**src/rtl/fib_table_arbiter_if.sv**
```systemverilog
// Lookup port bundle between the two requesters and the shared Fibonacci table.
// Each requester holds reqN high and idxN stable until it sees ackN. ackN is a
// one-cycle pulse, and valN/errN are valid from that cycle until the next ackN.
interface fib_table_arbiter_if #(
    parameter int IDX_W = 6,
    parameter int VAL_W = 23
);
    logic             req0;
    logic [IDX_W-1:0] idx0;
    logic             ack0;
    logic [VAL_W-1:0] val0;
    logic             err0;
    logic             req1;
    logic [IDX_W-1:0] idx1;
    logic             ack1;
    logic [VAL_W-1:0] val1;
    logic             err1;
    logic             busy;
    logic [1:0]       dbg_state;

    modport master (
        output req0, idx0, req1, idx1,
        input  ack0, val0, err0, ack1, val1, err1, busy, dbg_state
    );

    modport slave (
        input  req0, idx0, req1, idx1,
        output ack0, val0, err0, ack1, val1, err1, busy, dbg_state
    );
endinterface

```
**src/rtl/fib_table_arbiter.sv**
```systemverilog
// Round-robin arbitrated, registered-read Fibonacci table shared by two requesters.
// Each lookup passes through IDLE -> RD -> ACK. All outputs are registered.
module fib_table_arbiter #(
    parameter int IDX_W   = 6,
    parameter int VAL_W   = 23,
    parameter int MAX_IDX = 32
) (
    input logic               clk,
    input logic               rst,
    fib_table_arbiter_if.slave bus
);
    typedef enum logic [1:0] {
        ST_IDLE = 2'd0,
        ST_RD   = 2'd1,
        ST_ACK  = 2'd2
    } state_t;

    function automatic logic [VAL_W-1:0] fib_const(input int n);
        logic [VAL_W-1:0] a;
        logic [VAL_W-1:0] b;
        logic [VAL_W-1:0] t;
        a = '0;
        b = VAL_W'(1);
        for (int i = 0; i < n; i++) begin
            t = a + b;
            a = b;
            b = t;
        end
        return a;
    endfunction

    logic [VAL_W-1:0] fib_rom [MAX_IDX+1];

    for (genvar g = 0; g <= MAX_IDX; g++) begin : g_rom
        assign fib_rom[g] = fib_const(g);
    end

    state_t           state_q, state_d;
    logic             last_q, last_d;
    logic             gnt_q, gnt_d;
    logic [IDX_W-1:0] idx_q, idx_d;
    logic [VAL_W-1:0] res_q, res_d;
    logic             rerr_q, rerr_d;
    logic             busy_q, busy_d;
    logic             ack0_q, ack0_d;
    logic             ack1_q, ack1_d;
    logic [VAL_W-1:0] val0_q, val0_d;
    logic [VAL_W-1:0] val1_q, val1_d;
    logic             err0_q, err0_d;
    logic             err1_q, err1_d;

    // Full-width compare: out-of-range indices never alias onto table entries.
    logic [31:0] idx_ext;
    logic        idx_oor;
    assign idx_ext = 32'(idx_q);
    assign idx_oor = idx_ext > MAX_IDX;

    always_ff @(posedge clk or negedge rst) begin
        if (!rst) begin
            state_q <= ST_IDLE;
            last_q  <= 1'b1;
            gnt_q   <= 1'b0;
            idx_q   <= '0;
            res_q   <= '0;
            rerr_q  <= 1'b0;
            busy_q  <= 1'b0;
            ack0_q  <= 1'b0;
            ack1_q  <= 1'b0;
            val0_q  <= '0;
            val1_q  <= '0;
            err0_q  <= 1'b0;
            err1_q  <= 1'b0;
        end else begin
            state_q <= state_d;
            last_q  <= last_d;
            gnt_q   <= gnt_d;
            idx_q   <= idx_d;
            res_q   <= res_d;
            rerr_q  <= rerr_d;
            busy_q  <= busy_d;
            ack0_q  <= ack0_d;
            ack1_q  <= ack1_d;
            val0_q  <= val0_d;
            val1_q  <= val1_d;
            err0_q  <= err0_d;
            err1_q  <= err1_d;
        end
    end

    always_comb begin
        state_d = state_q;
        last_d  = last_q;
        gnt_d   = gnt_q;
        idx_d   = idx_q;
        res_d   = res_q;
        rerr_d  = rerr_q;
        unique case (state_q)
            ST_IDLE: begin
                if (bus.req0 || bus.req1) begin
                    // On a tie the port that did not win last time goes first.
                    gnt_d   = (bus.req0 && bus.req1) ? ~last_q : bus.req1;
                    last_d  = gnt_d;
                    idx_d   = gnt_d ? bus.idx1 : bus.idx0;
                    state_d = ST_RD;
                end
            end
            ST_RD: begin
                rerr_d  = idx_oor;
                res_d   = idx_oor ? '0 : fib_rom[idx_q];
                state_d = ST_ACK;
            end
            ST_ACK: begin
                state_d = ST_IDLE;
            end
            default: begin
                state_d = ST_IDLE;
            end
        endcase
    end

    always_comb begin
        busy_d = (state_q != ST_IDLE);
        ack0_d = (state_q == ST_ACK) && !gnt_q;
        ack1_d = (state_q == ST_ACK) && gnt_q;
        val0_d = ack0_d ? res_q  : val0_q;
        err0_d = ack0_d ? rerr_q : err0_q;
        val1_d = ack1_d ? res_q  : val1_q;
        err1_d = ack1_d ? rerr_q : err1_q;
    end

    assign bus.ack0      = ack0_q;
    assign bus.ack1      = ack1_q;
    assign bus.val0      = val0_q;
    assign bus.val1      = val1_q;
    assign bus.err0      = err0_q;
    assign bus.err1      = err1_q;
    assign bus.busy      = busy_q;
    assign bus.dbg_state = state_q;
endmodule
```
**src/flat_wrapper.sv**
```systemverilog
// flat-port wrapper written by rule: the top's interface ports become plain ports
module fib_table_arbiter_flat 
#(
    parameter int IDX_W   = 6,
    parameter int VAL_W   = 23,
    parameter int MAX_IDX = 32
)
  (clk, rst, bus_req0, bus_idx0, bus_req1, bus_idx1, bus_ack0, bus_val0, bus_err0, bus_ack1, bus_val1, bus_err1, bus_busy, bus_dbg_state);
  fib_table_arbiter_if #(.IDX_W(IDX_W), .VAL_W(VAL_W)) bus_i ();
  input logic clk;
  input logic rst;
  input wire logic [$bits(bus_i.req0)-1:0] bus_req0;
  input wire logic [$bits(bus_i.idx0)-1:0] bus_idx0;
  input wire logic [$bits(bus_i.req1)-1:0] bus_req1;
  input wire logic [$bits(bus_i.idx1)-1:0] bus_idx1;
  output wire logic [$bits(bus_i.ack0)-1:0] bus_ack0;
  output wire logic [$bits(bus_i.val0)-1:0] bus_val0;
  output wire logic [$bits(bus_i.err0)-1:0] bus_err0;
  output wire logic [$bits(bus_i.ack1)-1:0] bus_ack1;
  output wire logic [$bits(bus_i.val1)-1:0] bus_val1;
  output wire logic [$bits(bus_i.err1)-1:0] bus_err1;
  output wire logic [$bits(bus_i.busy)-1:0] bus_busy;
  output wire logic [$bits(bus_i.dbg_state)-1:0] bus_dbg_state;
  assign bus_i.req0 = bus_req0;
  assign bus_i.idx0 = bus_idx0;
  assign bus_i.req1 = bus_req1;
  assign bus_i.idx1 = bus_idx1;
  assign bus_ack0 = bus_i.ack0;
  assign bus_val0 = bus_i.val0;
  assign bus_err0 = bus_i.err0;
  assign bus_ack1 = bus_i.ack1;
  assign bus_val1 = bus_i.val1;
  assign bus_err1 = bus_i.err1;
  assign bus_busy = bus_i.busy;
  assign bus_dbg_state = bus_i.dbg_state;
  fib_table_arbiter #(.IDX_W(IDX_W), .VAL_W(VAL_W), .MAX_IDX(MAX_IDX)) u_core (.clk(clk), .rst(rst), .bus(bus_i));
endmodule
```
**config.mk**
```make
export PLATFORM = sky130hd
export DESIGN_NAME = fib_table_arbiter_flat
export DESIGN_NICKNAME = d
export VERILOG_FILES = /design/src/rtl/fib_table_arbiter_if.sv /design/src/rtl/fib_table_arbiter.sv /design/src/flat_wrapper.sv
export SDC_FILE = /design/constraint.sdc
export NUM_CORES = 1
export LEC_CHECK = 0
export BUFFER_PORTS_ARGS = -buffer_cell sky130_fd_sc_hd__buf_2
export CAP_MARGIN = 20
export CORE_MARGIN = 10
export CORE_UTILIZATION = 50
export CTS_CLUSTER_DIAMETER = 80
export DETAILED_ROUTE_END_ITERATION = 10
export PLACE_DENSITY = 0.75
export SETUP_SLACK_MARGIN = 0.2
export SYNTH_ARGS = -nofsm -noshare
export SYNTH_HDL_FRONTEND = slang
export SYNTH_SLANG_ARGS = --single-unit
```
**constraint.sdc**
```tcl
create_clock -name clk -period 1.75 [get_ports clk]
set_input_delay 0.2625 -clock clk [delete_from_list [all_inputs] [get_ports clk]]
set_output_delay 0.2625 -clock clk [all_outputs]
set_load 0.01 [all_outputs]
```
; ---- After elaboration in Yosys (flattened, before gate mapping)
; Memory sizes are Yosys's and may differ from the RTL's.
; Cells that the tools add are included.
[totals]
ff_bits = 85
mem_bits_ro = 1472
in_bits = 16
output_inout_bits = 53
wordCells = 36
mem_count = 1
[op_classes]
order_cmp = 2
n_eq_ne = 3
muxes = 7
bitwise = 2
n_reduce_logical = 8
[memory_table]
columns = name, words, width, read_ports, rd_clocked_by_memory_dff, write_ports, line
row1 = (no name shown), 64, 23, 1, 0, 0, fib_table_arbiter.sv:109  ; res_d = idx_oor ? '0 : fib_rom[idx_q];
[ops]
columns = op, count
row1 = $mux W23, 3
row2 = $ge A7 B7 Y1 const B, 1
row3 = $not A6 Y7, 1
row4 = $gt A6 B6 Y1 const B, 1
row5 = $mux W6, 1
row6 = $pmux W2 S2, 1
row7 = $logic_and A1 B1 Y1, 3
row8 = $eq A2 B1 Y1 const B, 1
row9 = $eq A2 B2 Y1 const B, 1
row10 = $logic_not A2 Y1, 1
row11 = $mux W2, 1
row12 = $ne A2 B1 Y1 const B, 1
row13 = $reduce_and A2 Y1, 1
row14 = $reduce_bool A2 Y1, 1
row15 = $logic_not A1 Y1, 1
row16 = $logic_or A1 B1 Y1, 1
row17 = $mux W1, 1
row18 = $not A1 Y1, 1

; ---- Longest topological paths before layout
[depth]
word_depth = 5
ltp_mapped = 6

; ---- Worst setup path after synthesis
; OpenSTA, ideal clock, no wires.
[synth_path]
path_kind = register to register
startpoint = register u_core.idx_q[0]
endpoint = register u_core.res_q[0]
setup_ps = 82
arrival_ps = 1614
setup_slack_ps = 55
path_stages_with_launch = 7
n_path_buf = 0
cell_sequence = dfrtp_1 inv_1 ha_1 nand2b_2 a2111oi_2 nor2_1 a31oi_1
[synth_via]
elab_chain_cells = 5
[synth_rtl]
columns = item, line
row1 = from (decl), fib_table_arbiter.sv:41  ; logic [IDX_W-1:0] idx_q, idx_d;
row2 = from (signal assigned), fib_table_arbiter.sv:77  ; idx_q <= idx_d;
row3 = $not A6 Y7 (implied by the code), fib_table_arbiter.sv:109
row4 = $mem_v2 Z64 W23, -
row5 = $mux W23 (implied by the code) (2 in a row), fib_table_arbiter.sv:109
row6 = $mux W23 *, fib_table_arbiter.sv:109
row7 = to (signal assigned), fib_table_arbiter.sv:78  ; res_q <= res_d;
row8 = to (decl), fib_table_arbiter.sv:42  ; logic [VAL_W-1:0] res_q, res_d;
; Mark *: on every way between the ends. The rest lies on a longest branch, timed or not. The select of a mux whose other input is x is not followed.
; A chain may end at the register's enable or synchronous reset.

; ---- Worst setup path in the final report
[layout_path]
startpoint = register u_core.idx_q[0]
endpoint = register u_core.res_q[1]
; The elaborated chain is that of the path after synthesis.

==> qor.csv <==
metric,value,unit
status,finished clean,
minimum clock period,1.54,ns
Max Fclk,651,MHz
Num CTS Buffers,9,
initial antenna violation count,0,
share of the synthesized area in the top cell type,0.517,
FP Rows,32,
Clock Sinks,82,
htree depth,3,
layout cells sized above 1,0.339,
CTS max path bufs,2,
FILL cells,680,
antenna-violating nets left,0,
CP Launch Type,register,
Final Wtd Congestion,0.897,
"wirelength, routed",9.93,mm
RSZ-0062 raised after global routing,true,
WL/cell,17.0,microns
starting density of the core,0.510,
endpoints failing setup,0,
Root Buffer,clkbuf_8,
"most common cell after layout, fill and taps aside",nand2_1,
CTS tree,yes,
period utilisation layout,0.878,
core area,0.00769,sq mm
GR Overflow Total,0,
CP max stage cell,dfrtp_2,
Buffers on Ports,66,
Layout Utilization,0.636,
Max Cap Viol,0,
DRT iter0 DRCs,123,
Cells after Synth,389,
post-synthesis sequential area ratio,0.523,
peak supply drop,0.00107,V
"flops & latches, synth",82,
YS warnings,0,
placed instance area,0.00452,sq mm
"EDFF count, synth",0,
I/O pins,69,
"Data required, critical path",1.99,ns
Critical Path AT,1.78,ns
final-stage net count,504,
Die Area,0.0118,sq mm
synth unique cells,50,
cell taking the most area after synthesis,dfrtp_1,
worst-path cell chain,buf_4 > ha_4 > buf_4 > or3_1 > nand4_1 > o21ai_1,
detailed-route vias per instance,5.31,
Leak,2.49,nW
Worst path most repeated cell,buf_4,
"Cell Area, Synth",0.00392,sq mm
Residual DRC,0,
Final Max Slew Viols,0,
most common flop cell mapped by yosys,dfrtp_1,
Fin Setup TNS,0,ns
post-route design area,0.00489,sq mm
Die Span X,109,microns
"Clk Latency, worst-skew pair",0.36,ns
vias in the first global route,3116,
setup skew after layout,0.0102,ns
first-pass GRT wire length,16.4,mm
n_diodes,0,
Hold/Removal Path Class,input port to register,
routed vias,3095,
most frequent cells in the layout,"nand2_1 (108), dfrtp_1 (77), buf_2 (65), buf_4 (27)",
DR pass1 iterations,4,
Worst Path Max Fanout,5,
Buf/Inv on CP,2,
Syn-to-layout area delta,24.7,%
power density over cell area,1930,mW/mm^2
CP Capture Type,register,
die height,109,microns
Total GRT Usage,0.175,
CP top delay family,flip-flops,
largest net degree at the start of global routing,28,
post-layout power,9.44,mW
HPWL Detailed,7.37,mm
Mean Syn Cell Area,10.1,sq um
share of synthesized registers carrying an async set or reset,1.00,
top post-synthesis cells by area,"dfrtp_1 (52%), nand2_1 (10%), mux2_2 (4.9%)",
max incr delay on CP,0.46,ns
final hold vios,0,
Crit Path Class,register to register,
"Reg clk slew, reported paths",0.09,ns
hold slack final,0.0849,ns
[final cells by class]
cell class / instances / area, sq um / area share
inverters: 10 / 40.0 / 0.00819
clock inverters: 6 / 97.6 / 0.0200
clock buffers: 10 / 138 / 0.0281
flip-flops and latches: 82 / 2060 / 0.421
multi-input cells: 274 / 1780 / 0.364
well taps: 102 / 128 / 0.0261
repair buffers: 99 / 649 / 0.133
[flip-flops by register name, indices dropped and copies added, names as in the netlist]
register              cells
u_core.rerr_q             1
u_core.idx_q              6
u_core.last_q             1
u_core.gnt_q              1
u_core.bus.val1          22
u_core.bus.ack0           1
u_core.bus.val0          22
u_core.bus.err0           1
u_core.bus.err1           1
u_core.bus.dbg_state      2
u_core.bus.busy           1
u_core.bus.ack1           1
u_core.res_q             22
[repair_timing]
action | 4_1_cts | 5_1_grt
setup endpoints to repair | 3 | 12
hold buffers | 1 | 0
setup buffers | 3 | 1
pin swaps | 3 | 7
endpoints found under the hold margin | 24 | 0
resized for setup | 4 | 19
[through the flow]
stage          std cells  worst slack, ns
2_1_floorplan        390            0.203
3_3_place_gp         562            0.179
3_5_place_dp         562            0.169
4_1_cts              582            0.199
5_1_grt              583            0.143
6_report             583            0.214
[where the power goes]
group	switching, mW	total (mW)	internal, mW	leakage [nW]
combinational	2.59	4.67	2.08	1.31
sequential	0.527	3.16	2.64	1.06
clock	0.742	1.60	0.863	0.119
total	3.86	9.44	5.58	2.49
[cells by family (layout without fill, tap and decap cells)]
family                   Yosys count  count (layout)  share of synthesized area
AO/OA/AOI/OAI                     65              65                      0.107
adder cells (fa/ha/maj)           12              12                     0.0383
buffers and inverters             34             125                     0.0510
flip-flops                        82              82                      0.523
multiplexers                      34              34                     0.0951
other                              1               2                   0.000956
AND/OR/NAND/NOR                  161             161                      0.184
[cell usage after synthesis (2+ instances only)]
library cell and count:
dfrtp_1 81, inv_1 8, a31oi_1 6, nand2_1 109
a21oi_1 18, o21ai_0 10, o211ai_1 6, a2111oi_2 2
nor2_1 16, a21o_1 2, nand2b_1 8, nor2b_1 4
mux2_1 9, or3_1 4, ha_1 12, mux2i_1 8
nand4_1 2, mux2_2 17, buf_4 5, buf_6 5
o21ai_1 7, o21a_1 2, buf_2 13, inv_2 2
nand3_1 8
[layer usage]
metal,vias to the layer above,GRT usage,part of all wire,wire [microns]
li1,1494,-,-,-
met2,81,0.281,0.49,4880
met4,0,0.0603,0.020,196
met3,17,0.0410,0.056,556
met1,1503,0.228,0.43,4300
met5,-,0,0,0
[final timing paths]
kind | cells after the start | slack (ns) | startpoint | end
max | 6 | 0.21 | u_core.idx_q[0] | u_core.res_q[1]
min | 2 | 0.08 | bus_req0 | u_core.last_q
max reg2reg | 6 | 0.21 | u_core.idx_q[0] | u_core.res_q[1]
min reg2reg | 2 | 0.47 | u_core.bus.val1[20] | u_core.bus.val1[20]
max in group asynchronous | 3 | 0.83 | rst | u_core.bus.val1[20]
min in group asynchronous | 2 | 0.34 | rst | u_core.bus.val0[11]
Power figures use the tool's default switching activity.
